### config.mk
export PLATFORM = sky130hd
export DESIGN_NAME = sram_cycle_master
export DESIGN_NICKNAME = d
export VERILOG_FILES = /design/src/rtl/sram_cycle_master.sv
export SDC_FILE = /design/constraint.sdc
export NUM_CORES = 1
export LEC_CHECK = 0
export CAP_MARGIN = 20
export CORE_MARGIN = 4
export CORE_UTILIZATION = 30
export CTS_CLUSTER_SIZE = 40
export DETAILED_ROUTE_END_ITERATION = 7
export DONT_BUFFER_PORTS = 1
export PLACE_DENSITY = 0.45
export SYNTH_ARGS = -nofsm -noshare
export SYNTH_HDL_FRONTEND = slang
export SYNTH_SLANG_ARGS = --single-unit
### constraint.sdc
create_clock -name clk6x -period 4.9 [get_ports clk6x]
set_input_delay 0.98 -clock clk6x [delete_from_list [all_inputs] [get_ports clk6x]]
set_output_delay 0.98 -clock clk6x [all_outputs]
set_load 0.005 [all_outputs]
### src/rtl/sram_cycle_master.sv
// Initiator for the NORA external memory bus: one request becomes a timed SRAM cycle (CS/addr setup, strobe, hold).
// Optional SRAM_CYC_STATS_EN macro adds read/write completion counters (stat_rd_o/stat_wr_o).
module sram_cycle_master #(
  parameter int unsigned SETUP_CYC  = 1,
  parameter int unsigned STROBE_CYC = 2,
  parameter int unsigned HOLD_CYC   = 1
) (
  input  logic        clk6x,
  input  logic        resetn,
  input  logic        req_i,
  input  logic        rwn_i,
  input  logic [20:0] addr_i,
  input  logic [7:0]  wdata_i,
  output logic        ack_o,
  output logic [7:0]  rdata_o,
  output logic        busy_o,
  output logic [8:0]  MAH_o,
  output logic [11:0] MAL_o,
  output logic        MAL_oe,
  input  logic [7:0]  MD_i,
  output logic [7:0]  MD_o,
  output logic        MD_oe,
  output logic        M1CSn,
  output logic        MRDn,
  output logic        MWRn
`ifdef SRAM_CYC_STATS_EN
  ,
  output logic [15:0] stat_rd_o,
  output logic [15:0] stat_wr_o
`endif
);

  typedef enum logic [1:0] {
    IDLE   = 2'd0,
    SETUP  = 2'd1,
    STROBE = 2'd2,
    HOLD   = 2'd3
  } state_t;

  // Counters hold "cycles remaining minus one" in the current phase.
  localparam logic [2:0] SETUP_LD  = 3'(SETUP_CYC - 1);
  localparam logic [2:0] STROBE_LD = 3'(STROBE_CYC - 1);
  localparam logic [2:0] HOLD_LD   = (HOLD_CYC == 0) ? 3'd0 : 3'(HOLD_CYC - 1);
  localparam bit         HAS_HOLD  = (HOLD_CYC != 0);

  state_t      state, state_nx;
  logic [2:0]  cnt, cnt_nx;
  logic        rwn_q, rwn_nx;
  logic        cs_n_nx, rd_n_nx, wr_n_nx;
  logic        mal_oe_nx, md_oe_nx, ack_nx;
  logic [7:0]  rdata_nx, md_nx;
  logic [8:0]  mah_nx;
  logic [11:0] mal_nx;

  always_comb begin
    state_nx  = state;
    cnt_nx    = cnt;
    rwn_nx    = rwn_q;
    cs_n_nx   = M1CSn;
    rd_n_nx   = MRDn;
    wr_n_nx   = MWRn;
    mal_oe_nx = MAL_oe;
    md_oe_nx  = MD_oe;
    ack_nx    = 1'b0;
    rdata_nx  = rdata_o;
    md_nx     = MD_o;
    mah_nx    = MAH_o;
    mal_nx    = MAL_o;

    case (state)
      IDLE: begin
        // A request still high during the ack cycle belongs to the finished access.
        if (req_i && !ack_o) begin
          state_nx  = SETUP;
          cnt_nx    = SETUP_LD;
          rwn_nx    = rwn_i;
          mah_nx    = addr_i[20:12];
          mal_nx    = addr_i[11:0];
          md_nx     = wdata_i;
          mal_oe_nx = 1'b1;
          md_oe_nx  = ~rwn_i;
          cs_n_nx   = 1'b0;
        end
      end

      SETUP: begin
        if (cnt == 3'd0) begin
          state_nx = STROBE;
          cnt_nx   = STROBE_LD;
          rd_n_nx  = ~rwn_q;
          wr_n_nx  = rwn_q;
        end else begin
          cnt_nx = cnt - 3'd1;
        end
      end

      STROBE: begin
        if (cnt == 3'd0) begin
          rd_n_nx = 1'b1;
          wr_n_nx = 1'b1;
          if (rwn_q) begin
            rdata_nx = MD_i;
          end
          if (HAS_HOLD) begin
            state_nx = HOLD;
            cnt_nx   = HOLD_LD;
          end else begin
            state_nx  = IDLE;
            cs_n_nx   = 1'b1;
            mal_oe_nx = 1'b0;
            md_oe_nx  = 1'b0;
            ack_nx    = 1'b1;
          end
        end else begin
          cnt_nx = cnt - 3'd1;
        end
      end

      HOLD: begin
        if (cnt == 3'd0) begin
          state_nx  = IDLE;
          cs_n_nx   = 1'b1;
          mal_oe_nx = 1'b0;
          md_oe_nx  = 1'b0;
          ack_nx    = 1'b1;
        end else begin
          cnt_nx = cnt - 3'd1;
        end
      end

      default: begin
        state_nx = IDLE;
      end
    endcase
  end

  always_ff @(posedge clk6x or negedge resetn) begin
    if (!resetn) begin
      state   <= IDLE;
      cnt     <= 3'd0;
      rwn_q   <= 1'b1;
      M1CSn   <= 1'b1;
      MRDn    <= 1'b1;
      MWRn    <= 1'b1;
      MAL_oe  <= 1'b0;
      MD_oe   <= 1'b0;
      ack_o   <= 1'b0;
      rdata_o <= 8'h00;
      MD_o    <= 8'h00;
      MAH_o   <= 9'h000;
      MAL_o   <= 12'h000;
    end else begin
      state   <= state_nx;
      cnt     <= cnt_nx;
      rwn_q   <= rwn_nx;
      M1CSn   <= cs_n_nx;
      MRDn    <= rd_n_nx;
      MWRn    <= wr_n_nx;
      MAL_oe  <= mal_oe_nx;
      MD_oe   <= md_oe_nx;
      ack_o   <= ack_nx;
      rdata_o <= rdata_nx;
      MD_o    <= md_nx;
      MAH_o   <= mah_nx;
      MAL_o   <= mal_nx;
    end
  end

  assign busy_o = (state != IDLE);

`ifdef SRAM_CYC_STATS_EN
  // rwn_q cannot change while ack_o is high, so it still names the finished access.
  always_ff @(posedge clk6x or negedge resetn) begin
    if (!resetn) begin
      stat_rd_o <= 16'h0000;
      stat_wr_o <= 16'h0000;
    end else if (ack_o) begin
      if (rwn_q) begin
        stat_rd_o <= stat_rd_o + 16'd1;
      end else begin
        stat_wr_o <= stat_wr_o + 16'd1;
      end
    end
  end
`endif

endmodule

==> reports/qor.txt, run 1 <==
status = finished clean
CP max FO = 8
Gate Count Post-Synth = 147
Ys Warns = 0
Worst setup SP type = flop
top post-synthesis cells by area = dfrtp_1, mux2_2, dfstp_2
Async S/R FF share, synth = 1.00
wire per inst = 18.0 µm
multi-input logic area = 777 µm²
core box area = 6760 µm²
area leader, netlist = dfrtp_1
Seq cells post-synth = 49
syn_nets = 194
Finished Core Util = 0.331
Synth Flop Type = dfrtp_1
clock root cell = clkbuf_8
CTS buffer count = 5
fraction of layout cells with a size suffix above 1 = 0.376
power share of the clock group = 0.154
Seq/Total Area, Yosys = 0.593
most common cell after layout, fill and taps aside = dfrtp_1
Psw = 0.550 mW
Diodes inserted = 0
DP HPWL = 3.07 mm
Leak = 0.971 nW
P&R area growth vs syn = 7.53%
Flop pwr share = 0.503
cell repeated most along the worst path = inv_1
placed instance area = 2140 µm²
CTS tree = yes
Initial DRC Count = 29
Power Internal = 1.02 mW
Final Critical Period = 2.38 ns
Peak Freq = 0.419 GHz
buffer depth of the longest clock path = 2
first-pass GRT wire length = 6.87 mm
crit-path max cell delay = 0.42 ns
Power Density = 701 nW/µm²
vias = 1136
Clock transition at path regs = 0.09 ns
vias in the first global route = 1252
Comb pwr share = 0.343
Final Routed Wirelength = 4.12 mm
number of flops mapped to enable cells by yosys = 0
Switching Share = 0.352
DRC viols = 0
library cells used by synthesis = 32
endpoints failing hold = 0
final slew viol count = 0
Max-cap violations = 0
Slew @ Worst Pin = 0.835 ns
R2R Path End = MAL_o[7]
Port Buffers = 0
Setup Buffers After CTS = 0
FF/Latch Area = 1230 µm²
clk_skew = 0.00675 ns
clk_lat worst skew = 0.30 ns
DR pass1 iterations = 4
Max VDD drop = 0.000218 V
GRT Util Overall = 0.104
fin nets = 195
worst min-delay path class = in2async
Vert. Die Dim = 91.2 µm
CP Data Arrival Time = 1.40 ns
Setup Crit Path Kind = reg2out
IO Pins = 85
# clock sinks = 49
Synth top area share = 0.542
FP Rows = 30
largest net degree at the start of global routing = 50
finished layout cell area = 2230 µm²
die width = 91.2 µm
Reg2Reg Setup Slack = 2.66 ns
CP Cell Sequence = inv_1 -> ha_1 -> inv_1
Worst slew margin = 0.440
mapped cell area = 2080 µm²
vias per cell = 4.96
setup_tns = 0 ns
total grt overflow = 0
Final setup viols = 0
initial cell density of the core = 0.307
initial antenna violation count = 0
crit path max-delay cell type = dfrtp_1
crit end category = primary output
commonest cells after routing, fill and taps aside = dfrtp_1, mux2_2, inv_1, nor2_1, ha_1
Resized cells post-CTS = 0
DIE AREA = 8320 µm²
cts hold-fix bufs = 0
Layout fillers = 662
Req. time, crit path = 3.92 ns
Syn Area/Cell = 14.1 µm²
Reg-to-Reg Start = state[0]
GP Congestion = 0.749
antenna viol nets, final = 0
R2R cell count = 4
RSZ-0062 raised after global routing = no
Max H-tree Level = 2
period utilisation layout = 0.487
[per-layer routing]
layer  routed length [µm]  GRT usage  vias to the layer above
li1                     -          -                      514
met4                   43     0.0452                        0
met3                  383     0.0514                        4
met2                 2190      0.179                       45
met1                 1500      0.107                      573
met5                    0          0                        -
[worst max-delay path, delay by kind of cell (launching register included)]
family     cells  cell delay [ns]
buf+inv        2             0.30
fa+ha+maj      1             0.38
flops          1             0.42
[worst max path at each step]
stage	startpoint	to	slack (ns)	cells after the start
CTS	state[0]	busy_o	2.46	3
global route	state[0]	busy_o	2.37	3
detailed placement	state[0]	MD_o[6]	2.58	4
global placement	req_i	MAL_o[4]	2.69	2
finish	state[0]	busy_o	2.52	3
floorplan	state[0]	busy_o	3.05	4
[synthesized netlist by cell type, types with 2 or more instances]
| cell type | count |
|---|---|
| nor2_1 | 6 |
| o22ai_1 | 2 |
| ha_1 | 6 |
| dfrtp_1 | 45 |
| o21ai_0 | 3 |
| nand2_1 | 2 |
| mux2_2 | 39 |
| buf_2 | 4 |
| a22o_1 | 2 |
| a21oi_1 | 3 |
| o22a_1 | 3 |
| dfstp_2 | 4 |
| inv_1 | 9 |
[power by group through the flow]
stage | logic (mW) | registers [mW] | clock network [mW]
2_1_floorplan | 0.477 | 0.744 | 0
3_3_place_gp | 0.523 | 0.799 | 0
3_5_place_dp | 0.549 | 0.803 | 0
4_1_cts | 0.549 | 0.797 | 0.252
5_1_grt | 0.608 | 0.817 | 0.269
6_report | 0.537 | 0.788 | 0.241
[sequential cells by signal, indices dropped and copies added (netlist names)]
name and count:
M1CSn 1, MAH_o 9, MAL_o 12, MAL_oe 1, MD_o 8, MD_oe 1, MRDn 1, MWRn 1
ack_o 1, cnt 3, rdata_o 8, rwn_q 1, state 2
[layout make-up]
class	count	share of cell area
Sequential cell	49	0.551
Multi-Input combinational cell	83	0.348
Tap cell	80	0.0448
Clock buffer	5	0.0308
Inverter	9	0.0151
Clock inverter	3	0.0101
[cells by family after synthesis]
| kind of cell | count (synthesis) | share of synthesized area |
|---|---|---|
| muxes | 39 | 0.211 |
| adders and majority gates | 6 | 0.0361 |
| and+or+nand+nor | 15 | 0.0410 |
| DFF | 49 | 0.593 |
| buffers and inverters | 15 | 0.0331 |
| AOI/OAI and AO/OA | 23 | 0.0856 |
[stage by stage]
stage	worst slack [ns]	cells	power [mW]	hold WS [ns]
final	2.52	229	1.57	0.363
after global routing	2.37	229	1.69	0.334
after CTS	2.46	229	1.60	0.350
after detailed placement	2.58	221	1.35	0.474
after global placement	2.69	221	1.32	0.472
after floorplan	3.05	147	1.22	0.449
Power figures use the tool's default switching activity.
==> run 2: changes to the inputs <==
- clock period: 4.9 -> 2.4 ns (I/O delays scaled with it)
==> reports/qor.txt, run 2 (synthesis gave the netlist of run 1 again) <==
status = finished clean
most common cell after layout, fill and taps aside = dfrtp_1
wire per inst = 17.7 µm (-1.9%)
routed wire length on met2 = 2.17 mm (-1.1%)
initial antenna violation count = 0 (unchanged)
crit path to = busy_o
RSZ-0062 raised after global routing = no
P&R area growth vs syn = 9.58%
highest metal used = met4
Clock transition at path regs = 0.09 ns (about the same)
Reg2Reg Setup Slack = 0.60 ns (-2.06 ns)
vias = 1146 (+0.88%)
GP Congestion = 0.685 (-8.6%)
largest net degree at the start of global routing = 50 (unchanged)
clk_lat worst skew = 0.30 ns (about the same)
final slew viol count = 0 (unchanged)
Max H-tree Level = 2 (unchanged)
Final Routed Wirelength = 4.10 mm (-0.65%)
antenna viol nets, final = 0 (unchanged)
R2R cell count = 5 (+1)
placed instance area = 2160 µm² (+0.70%)
CTS tree = yes
endpoints failing hold = 0 (unchanged)
Port Buffers = 0 (unchanged)
Setup WS pre-CTS = 0.582 ns (-2.00 ns)
final setup margin = 0.535 ns (-1.98 ns)
CP Data Arrival Time = 1.38 ns (-0.02 ns)
vias per cell = 4.94 (-0.42%)
Finished Layout Cells = 232 (+1.3%)
Power Density = 1420 nW/µm² (+100%)
fraction of layout cells with a size suffix above 1 = 0.388 (+0.0123)
finished layout cell area = 2280 µm² (+1.9%)
setup_tns = 0 ns (unchanged)
buffer depth of the longest clock path = 2 (unchanged)
Req. time, crit path = 1.92 ns (-2.00 ns)
CTS buffer count = 5 (unchanged)
Resized cells post-CTS = 0 (unchanged)
total grt overflow = 0 (unchanged)
max reg flops = 12 (unchanged)
vias in the first global route = 1341 (+7.1%)
crit end category = primary output
cts hold-fix bufs = 1 (+1)
Final Critical Period = 1.86 ns
Leak = 0.993 nW (+2.2%)
clock root cell = clkbuf_8
Reg with most FFs = MAL_o
Initial DRC Count = 24 (-17%)
FP Rows = 30 (unchanged)
registers with the most flip-flops = MAL_o: 12 flops, MAH_o: 9 flops
core box area = 6760 µm² (unchanged)
Setup Buffers After CTS = 0 (unchanged)
Worst slew margin = 0.727 (+0.286)
Final setup viols = 0 (unchanged)
Slew @ Worst Pin = 0.410 ns (-0.425 ns)
die width = 91.2 µm (unchanged)
Reg-to-Reg Start = state[0]
Peak Freq = 0.536 GHz
first-pass GRT wire length = 6.91 mm (+0.49%)
CP max FO = 8 (unchanged)
Metal-1 WL = 1.50 mm (-0.40%)
DP HPWL = 3.03 mm (-1.5%)
worst min-delay path class = in2async
Worst setup SP type = flop
# clock sinks = 49 (unchanged)
Diodes inserted = 0 (unchanged)
Critical Path Start = state[0]
DRC viols = 0 (unchanged)
Hold WS = 0.0172 ns (-0.346 ns)
DIE AREA = 8320 µm² (unchanged)
GRT Util Overall = 0.105 (+0.000805)
commonest cells after routing, fill and taps aside = dfrtp_1, mux2_2, inv_1, nor2_1, ha_1
fin nets = 198 (+1.5%)
initial cell density of the core = 0.307 (unchanged)
met3 WL = 347 µm (-9.4%)
DR pass1 iterations = 4 (unchanged)
IO Pins = 85 (unchanged)
Max-cap violations = 0 (unchanged)
period utilisation layout = 0.777
Setup Crit Path Kind = reg2out
placed cells = 223 (+0.90%)
R2R Path End = MD_o[6]
clk_skew = 0.00466 ns (-0.00209 ns)
Vert. Die Dim = 91.2 µm (unchanged)
Max VDD drop = 0.000463 V (+110%)
## run 2: cell count changes in the layout (fill, tap and decap cells not counted), sizes merged
cell  delta
buf      +3
## run 2: per-stage QoR
step	power (mW)	util
2_1_floorplan	2.49	-
3_3_place_gp	2.72	0.319
3_5_place_dp	2.77	0.319
4_1_cts	3.30	0.337
5_1_grt	3.50	0.337
6_report	3.23	0.337
## run 2: worst min path at each step
stage	cells after the start	start	slack (ns)	end
floorplan	0	resetn	0.18	MAH_o[0]
global placement	0	resetn	0.19	cnt[2]
detailed placement	0	resetn	0.19	MAL_oe
CTS	1	resetn	0.01	MAL_oe
global route	1	resetn	0.02	cnt[2]
finish	1	resetn	0.02	cnt[2]
## run 2: per-layer routing
layer | up-vias | global-route usage
li1 | 522 | -
met1 | 574 | 0.113
met2 | 42 | 0.177
met3 | 8 | 0.0456
met4 | 0 | 0.0503
met5 | - | 0
## run 2: layout make-up
type,count,area [µm²]
sequential,49,1230
timing repair buffer,3,42.5
clock inverter,3,22.5
inverter,9,33.8
fill,678,4480
multi-input combinational,83,777
tap,80,100
clock buffer,5,68.8
## run 2: critical path, cell delays in order (launching register included)
cell and delay, ns:
dfrtp_1 0.41, inv_1 0.10, ha_1 0.37, inv_1 0.20
## run 2: power breakdown
part / total, mW / internal (mW) / switching [mW] / leakage, nW
sequential: 1.61 / 1.27 / 0.336 / 0.581
combinational: 1.13 / 0.613 / 0.519 / 0.364
clock: 0.491 / 0.207 / 0.284 / 0.0481
total: 3.23 / 2.09 / 1.14 / 0.993
